### src/rtl/mem_access_unit.sv
// MEM-stage load/store sequencer for a synchronous-read data BRAM.
// Aligns stores, waits out read latency, extends load data; busy stalls the pipe.
module mem_access_unit #(
    parameter int RD_LATENCY = 1,
    parameter int ADDR_W     = 32
) (
    input  logic              clk,
    input  logic              rst,
    input  logic              req_valid,
    output logic              req_ready,
    input  logic [ADDR_W-1:0] req_addr,
    input  logic [2:0]        req_load_type,
    input  logic [3:0]        req_store_mask,
    input  logic [31:0]       req_wdata,
    input  logic [4:0]        req_rd,
    output logic [ADDR_W-3:0] mem_addr,
    output logic [3:0]        mem_we,
    output logic [31:0]       mem_wdata,
    input  logic [31:0]       mem_rdata,
    output logic              resp_valid,
    output logic [31:0]       resp_data,
    output logic [4:0]        resp_rd,
    output logic              access_err,
    output logic              busy
);

    typedef enum logic [2:0] {
        S_IDLE  = 3'd0,
        S_STORE = 3'd1,
        S_ISSUE = 3'd2,
        S_WAIT  = 3'd3,
        S_RESP  = 3'd4
    } state_t;

    localparam logic [2:0] LT_LB  = 3'd1;
    localparam logic [2:0] LT_LH  = 3'd2;
    localparam logic [2:0] LT_LW  = 3'd3;
    localparam logic [2:0] LT_LBU = 3'd4;
    localparam logic [2:0] LT_LHU = 3'd5;
    localparam logic [1:0] WAIT_LAST = 2'(RD_LATENCY - 1);

    state_t              state_q, state_d;
    logic [1:0]          cnt_q, cnt_d;
    logic [ADDR_W-3:0]   mem_addr_q, mem_addr_d;
    logic [3:0]          mem_we_q, mem_we_d;
    logic [31:0]         mem_wdata_q, mem_wdata_d;
    logic [2:0]          ld_type_q, ld_type_d;
    logic [1:0]          off_q, off_d;
    logic [4:0]          rd_q, rd_d;
    logic                resp_valid_q, resp_valid_d;
    logic [31:0]         resp_data_q, resp_data_d;
    logic [4:0]          resp_rd_q, resp_rd_d;
    logic                access_err_q, access_err_d;

    logic        accept, is_load, is_store, req_err, wait_done;
    logic        type_bad, mask_bad, is_half, is_word, misaligned;
    logic [1:0]  a_lo;
    logic [31:0] rshift, ld_ext;

    // Request classification, evaluated against the raw ID-stage controls.
    always_comb begin
        a_lo       = req_addr[1:0];
        is_load    = (req_load_type != 3'd0);
        is_store   = (req_store_mask != 4'd0);
        type_bad   = (req_load_type > LT_LHU);
        mask_bad   = !(req_store_mask == 4'b0000 || req_store_mask == 4'b0001 ||
                       req_store_mask == 4'b0011 || req_store_mask == 4'b1111);
        is_half    = (req_load_type == LT_LH) || (req_load_type == LT_LHU) ||
                     (req_store_mask == 4'b0011);
        is_word    = (req_load_type == LT_LW) || (req_store_mask == 4'b1111);
        misaligned = (is_half && a_lo[0]) || (is_word && (a_lo != 2'b00));
        req_err    = type_bad || mask_bad || (is_load && is_store) || misaligned;
        accept     = req_valid && (state_q == S_IDLE);
        wait_done  = (cnt_q == WAIT_LAST);
    end

    always_comb begin
        rshift = mem_rdata >> {off_q, 3'b000};
        case (ld_type_q)
            LT_LB:   ld_ext = {{24{rshift[7]}}, rshift[7:0]};
            LT_LH:   ld_ext = {{16{rshift[15]}}, rshift[15:0]};
            LT_LW:   ld_ext = mem_rdata;
            LT_LBU:  ld_ext = {24'd0, rshift[7:0]};
            LT_LHU:  ld_ext = {16'd0, rshift[15:0]};
            default: ld_ext = 32'd0;
        endcase
    end

    always_ff @(posedge clk) begin
        if (rst) begin
            state_q      <= S_IDLE;
            cnt_q        <= 2'd0;
            mem_addr_q   <= '0;
            mem_we_q     <= 4'd0;
            mem_wdata_q  <= 32'd0;
            ld_type_q    <= 3'd0;
            off_q        <= 2'd0;
            rd_q         <= 5'd0;
            resp_valid_q <= 1'b0;
            resp_data_q  <= 32'd0;
            resp_rd_q    <= 5'd0;
            access_err_q <= 1'b0;
        end else begin
            state_q      <= state_d;
            cnt_q        <= cnt_d;
            mem_addr_q   <= mem_addr_d;
            mem_we_q     <= mem_we_d;
            mem_wdata_q  <= mem_wdata_d;
            ld_type_q    <= ld_type_d;
            off_q        <= off_d;
            rd_q         <= rd_d;
            resp_valid_q <= resp_valid_d;
            resp_data_q  <= resp_data_d;
            resp_rd_q    <= resp_rd_d;
            access_err_q <= access_err_d;
        end
    end

    // WAIT spans the BRAM latency; read data is captured on its last cycle.
    always_comb begin
        state_d = state_q;
        cnt_d   = cnt_q;
        case (state_q)
            S_IDLE: begin
                cnt_d = 2'd0;
                if (accept && !req_err) begin
                    if (is_store)     state_d = S_STORE;
                    else if (is_load) state_d = S_ISSUE;
                end
            end
            S_STORE: state_d = S_IDLE;
            S_ISSUE: begin
                cnt_d   = 2'd0;
                state_d = S_WAIT;
            end
            S_WAIT: begin
                if (wait_done) state_d = S_RESP;
                else           cnt_d   = cnt_q + 2'd1;
            end
            S_RESP:  state_d = S_IDLE;
            default: state_d = S_IDLE;
        endcase
    end

    always_comb begin
        mem_addr_d   = mem_addr_q;
        mem_we_d     = 4'd0;
        mem_wdata_d  = mem_wdata_q;
        ld_type_d    = ld_type_q;
        off_d        = off_q;
        rd_d         = rd_q;
        resp_valid_d = 1'b0;
        resp_data_d  = resp_data_q;
        resp_rd_d    = resp_rd_q;
        access_err_d = 1'b0;
        if (accept) begin
            if (req_err) begin
                access_err_d = 1'b1;
            end else if (is_store) begin
                mem_addr_d  = req_addr[ADDR_W-1:2];
                mem_we_d    = req_store_mask << a_lo;
                mem_wdata_d = req_wdata << {a_lo, 3'b000};
            end else if (is_load) begin
                mem_addr_d = req_addr[ADDR_W-1:2];
                ld_type_d  = req_load_type;
                off_d      = a_lo;
                rd_d       = req_rd;
            end
        end
        if (state_q == S_WAIT && wait_done) begin
            resp_valid_d = 1'b1;
            resp_data_d  = ld_ext;
            resp_rd_d    = rd_q;
        end
    end

    assign req_ready  = (state_q == S_IDLE);
    assign busy       = ~req_ready;
    assign mem_addr   = mem_addr_q;
    assign mem_we     = mem_we_q;
    assign mem_wdata  = mem_wdata_q;
    assign resp_valid = resp_valid_q;
    assign resp_data  = resp_data_q;
    assign resp_rd    = resp_rd_q;
    assign access_err = access_err_q;

endmodule
### config.mk
export PLATFORM = sky130hd
export DESIGN_NAME = mem_access_unit
export DESIGN_NICKNAME = d
export VERILOG_FILES = /design/src/rtl/mem_access_unit.sv
export SDC_FILE = /design/constraint.sdc
export NUM_CORES = 1
export LEC_CHECK = 0
export BUFFER_PORTS_ARGS = -buffer_cell sky130_fd_sc_hd__buf_2
export CAP_MARGIN = 10
export CORE_ASPECT_RATIO = 1.5
export CORE_MARGIN = 2
export CORE_UTILIZATION = 30
export CTS_BUF_LIST = sky130_fd_sc_hd__clkbuf_16
export DETAILED_ROUTE_END_ITERATION = 16
export GPL_TIMING_DRIVEN = 0
export HOLD_SLACK_MARGIN = 0.05
export MAX_ROUTING_LAYER = met4
export PLACE_DENSITY_LB_ADDON = 0.05
export SETUP_SLACK_MARGIN = 0.15
export SLEW_MARGIN = 0
export SYNTH_ARGS = -nofsm -noshare
export SYNTH_HDL_FRONTEND = slang
export SYNTH_SLANG_ARGS = --single-unit
export TNS_END_PERCENT = 30
### constraint.sdc
create_clock -name clk -period 2.25 [get_ports clk]
set_input_delay 0.1125 -clock clk [delete_from_list [all_inputs] [get_ports clk]]
set_output_delay 0.1125 -clock clk [all_outputs]
set_load 0.005 [all_outputs]
==> flow_summary.ini <==
[run_status]
status = finished clean

[power_and_ir_drop]
power.leakage_nw = 3.90
p_total_mw = 5.30
pwr-share-comb = 0.102
p_clk_frac = 0.494
p_sw_mw = 1.28
swShare = 0.242
seqPwrFrac = 0.403
ir_worst_vdd_mv = 0.392
internal_power_mw = 4.02
powerDensity_mw_per_mm2 = 599

[synthesis]
avgSynthCellArea_um2 = 9.31
ys_top_cells_by_area = dfxtp_1 39%, mux2i_1 16%, nand2b_1 12%
synthesis.area_mm2 = 0.00621
ys_seq_area_frac = 0.387
netlist.area_leader.share = 0.387
async_reset_ff_frac = 0
yosysUniqueCellTypes = 55
synth_warnings = 0
yosys.cell_count.top_type = nand2b_1
synth-edff-count = 0
ys_seq_elements = 120
synth_area_leader_cell = dfxtp_1
syn_inst = 667
synth-main-ff-cell = dfxtp_1
syn_nets = 779
synthTopCellsByCount = 121 x nand2b_1, 120 x dfxtp_1, 100 x mux2i_1

[finish]
drive_gt1_frac = 0.294
final_util = 0.435
area_growth_pct = 42.3
stdcell_area_mm2 = 0.00884
nNetsFinal = 1079

[clock_tree]
cts_root_buffer = clkbuf_16
clock_latency_ns = 0.42
clockBufferDepth = 2
htreeDepth = 4
clkTransAtPathRegs_ns = 0.06
cts_buffers = 17
clock-sinks = 120
cts_tree = yes

[min_path]
holdPathStages = 4
worst_hold_startpoint = mem_rdata[24]
hold_path_class = in -> reg

[routing]
ant_nets = 0
wirelength_um = 21600
viasPerCell = 4.87
drtIter0Drc = 327
vias = 6057
dr.pass1.iters = 7
wl_per_cell_um = 17.3
drcViolationCount = 0

[critical_path]
startpoint_type = register
cp-end-kind = register
cp.required_ns = 2.56
worst-path-max-fanout = 8
worstSetupStartpoint = ld_type_q[2]$_SDFFE_PP0P_
path_class = reg -> reg
critPathArrivalTime_ns = 2.30
r2r_start = ld_type_q[2]$_SDFFE_PP0P_
reg2reg_depth = 4
r2r_end = resp_data[8]$_SDFFE_PP0P_
r2r_setup_slack_ns = 0.26
cp-endpoint = resp_data[8]$_SDFFE_PP0P_

[global_route]
antenna_found_initial = 1
grt_remaining_overflow = 0
grtUsageTotal = 0.201
grt_pass1_wl_um = 33000
grt_max_degree = 17
grt_pass1_vias = 6128

[placed_design]
numPortBuffers = 215
dp_hpwl_um = 16700
place_congestion = 0.880
place_area_mm2 = 0.00762

[floorplan]
die_area_mm2 = 0.0219
num_rows = 64
coreArea_mm2 = 0.0203
die_y_um = 180
top_level_ports = 218
die_x_um = 121
initial_core_util = 0.305

[timing]
rsz0062_at_grt = no
hold_violations = 0
slew_headroom = 0.429
drv_slew = 0
skew_ns = 0.00550
fin_crit_ns = 1.99
hold_ws_ns = 0.0724
tightestPinTransition_ns = 0.850
setup_viol = 0
fin_crit_sh = 0.884
clock.fmax_mhz = 503
tns_ns = 0

[flow_run]
max-cap-violations = 0
-- area by class of cell --
class	instances	area (um^2)
Inverter	6	22.5
Clock inverter	15	138
Tap cell	264	330
Timing Repair Buffer	281	1730
Fill cell	2099	11500
Clock buffer	17	425
Multi-Input combinational cell	485	3510
Buffer	56	279
Antenna cell	1	2.50
Sequential cell	120	2400
-- routing by layer --
layer,share of wire,up-vias,global-route usage,routed length [um]
met5,0,-,-,0
met4,0.019,0,0.0680,400
met3,0.051,16,0.0437,1110
met2,0.54,193,0.367,11700
met1,0.39,2861,0.210,8440
li1,-,2987,-,-
-- cells in the final DEF, fill, tap and decap left out, drive strengths merged, types with 9 or more instances in the layout --
cell type,instances
o2bb2ai,16
nand3,17
buf,239
mux2,15
a311oi,9
clkbuf,52
dfxtp,120
a22o,17
nand2b,121
nand3b,10
nand2,63
mux2i,100
a211o,9
dlygate4sd3,63
a21oi,11
nor3,9
nor2,28
-- timing repair --
item,4_1_cts,5_1_grt
pin swaps,1,0
endpoints found under the hold margin,61,0
buffers inserted,1,2
hold buffers,63,0
gates resized for setup,1,4
endpoints found under the setup margin,10,16
-- registers in the layout, summed over array words and instances (netlist names) --
name / count
resp_data: 32
rd_q: 5
access_err: 1
mem_addr: 30
state_q: 3
mem_we: 4
ld_type_q: 3
resp_rd: 5
off_q: 2
cnt_q: 2
resp_valid: 1
mem_wdata: 32
-- power by group through the flow --
stage                     Clock, mW  Combinational (mW)  Sequential, mW
after global placement            0               0.453            2.18
after global routing           2.78               0.589            2.14
after CTS                      2.69               0.547            2.14
after floorplan                   0               0.237            2.18
final                          2.62               0.541            2.14
after detailed placement          0               0.457            2.18
-- kinds of logic (layout without fill, tap and decap cells) --
kind of cell	Yosys count	count (layout)	synth area share
AND/OR/NAND/NOR	271	271	0.245
flip-flops	120	120	0.387
multiplexers	115	115	0.188
AO/OA/AOI/OAI	98	98	0.130
buffers and inverters	62	375	0.0481
adder cells (fa/ha/maj)	1	1	0.00201
other	0	1	0
-- worst max-delay path: stages, from the launching register on --
cell and delay, ns:
dfxtp_1 0.31, clkbuf_1 0.38, mux2i_1 0.71, a222oi_1 0.20, a221oi_1 0.30
-- through the flow --
stage          instances  setup WS, ns
6_report            1245         0.261
5_1_grt             1245         0.170
4_1_cts             1242         0.151
3_5_place_dp        1146        0.0971
3_3_place_gp        1146         0.130
2_1_floorplan        667         0.511
-- worst min path at each step --
stage                                 end  slack (ns)
2_1_floorplan        mem_we[0]$_SDFF_PP0_        0.23
3_3_place_gp    mem_addr[24]$_SDFFE_PP0P_        0.37
3_5_place_dp     mem_addr[2]$_SDFFE_PP0P_        0.38
4_1_cts        resp_data[24]$_SDFFE_PP0P_        0.06
5_1_grt        resp_data[21]$_SDFFE_PP0P_        0.09
6_report       resp_data[24]$_SDFFE_PP0P_        0.07
No activity file was read; power rests on OpenSTA's default activity.
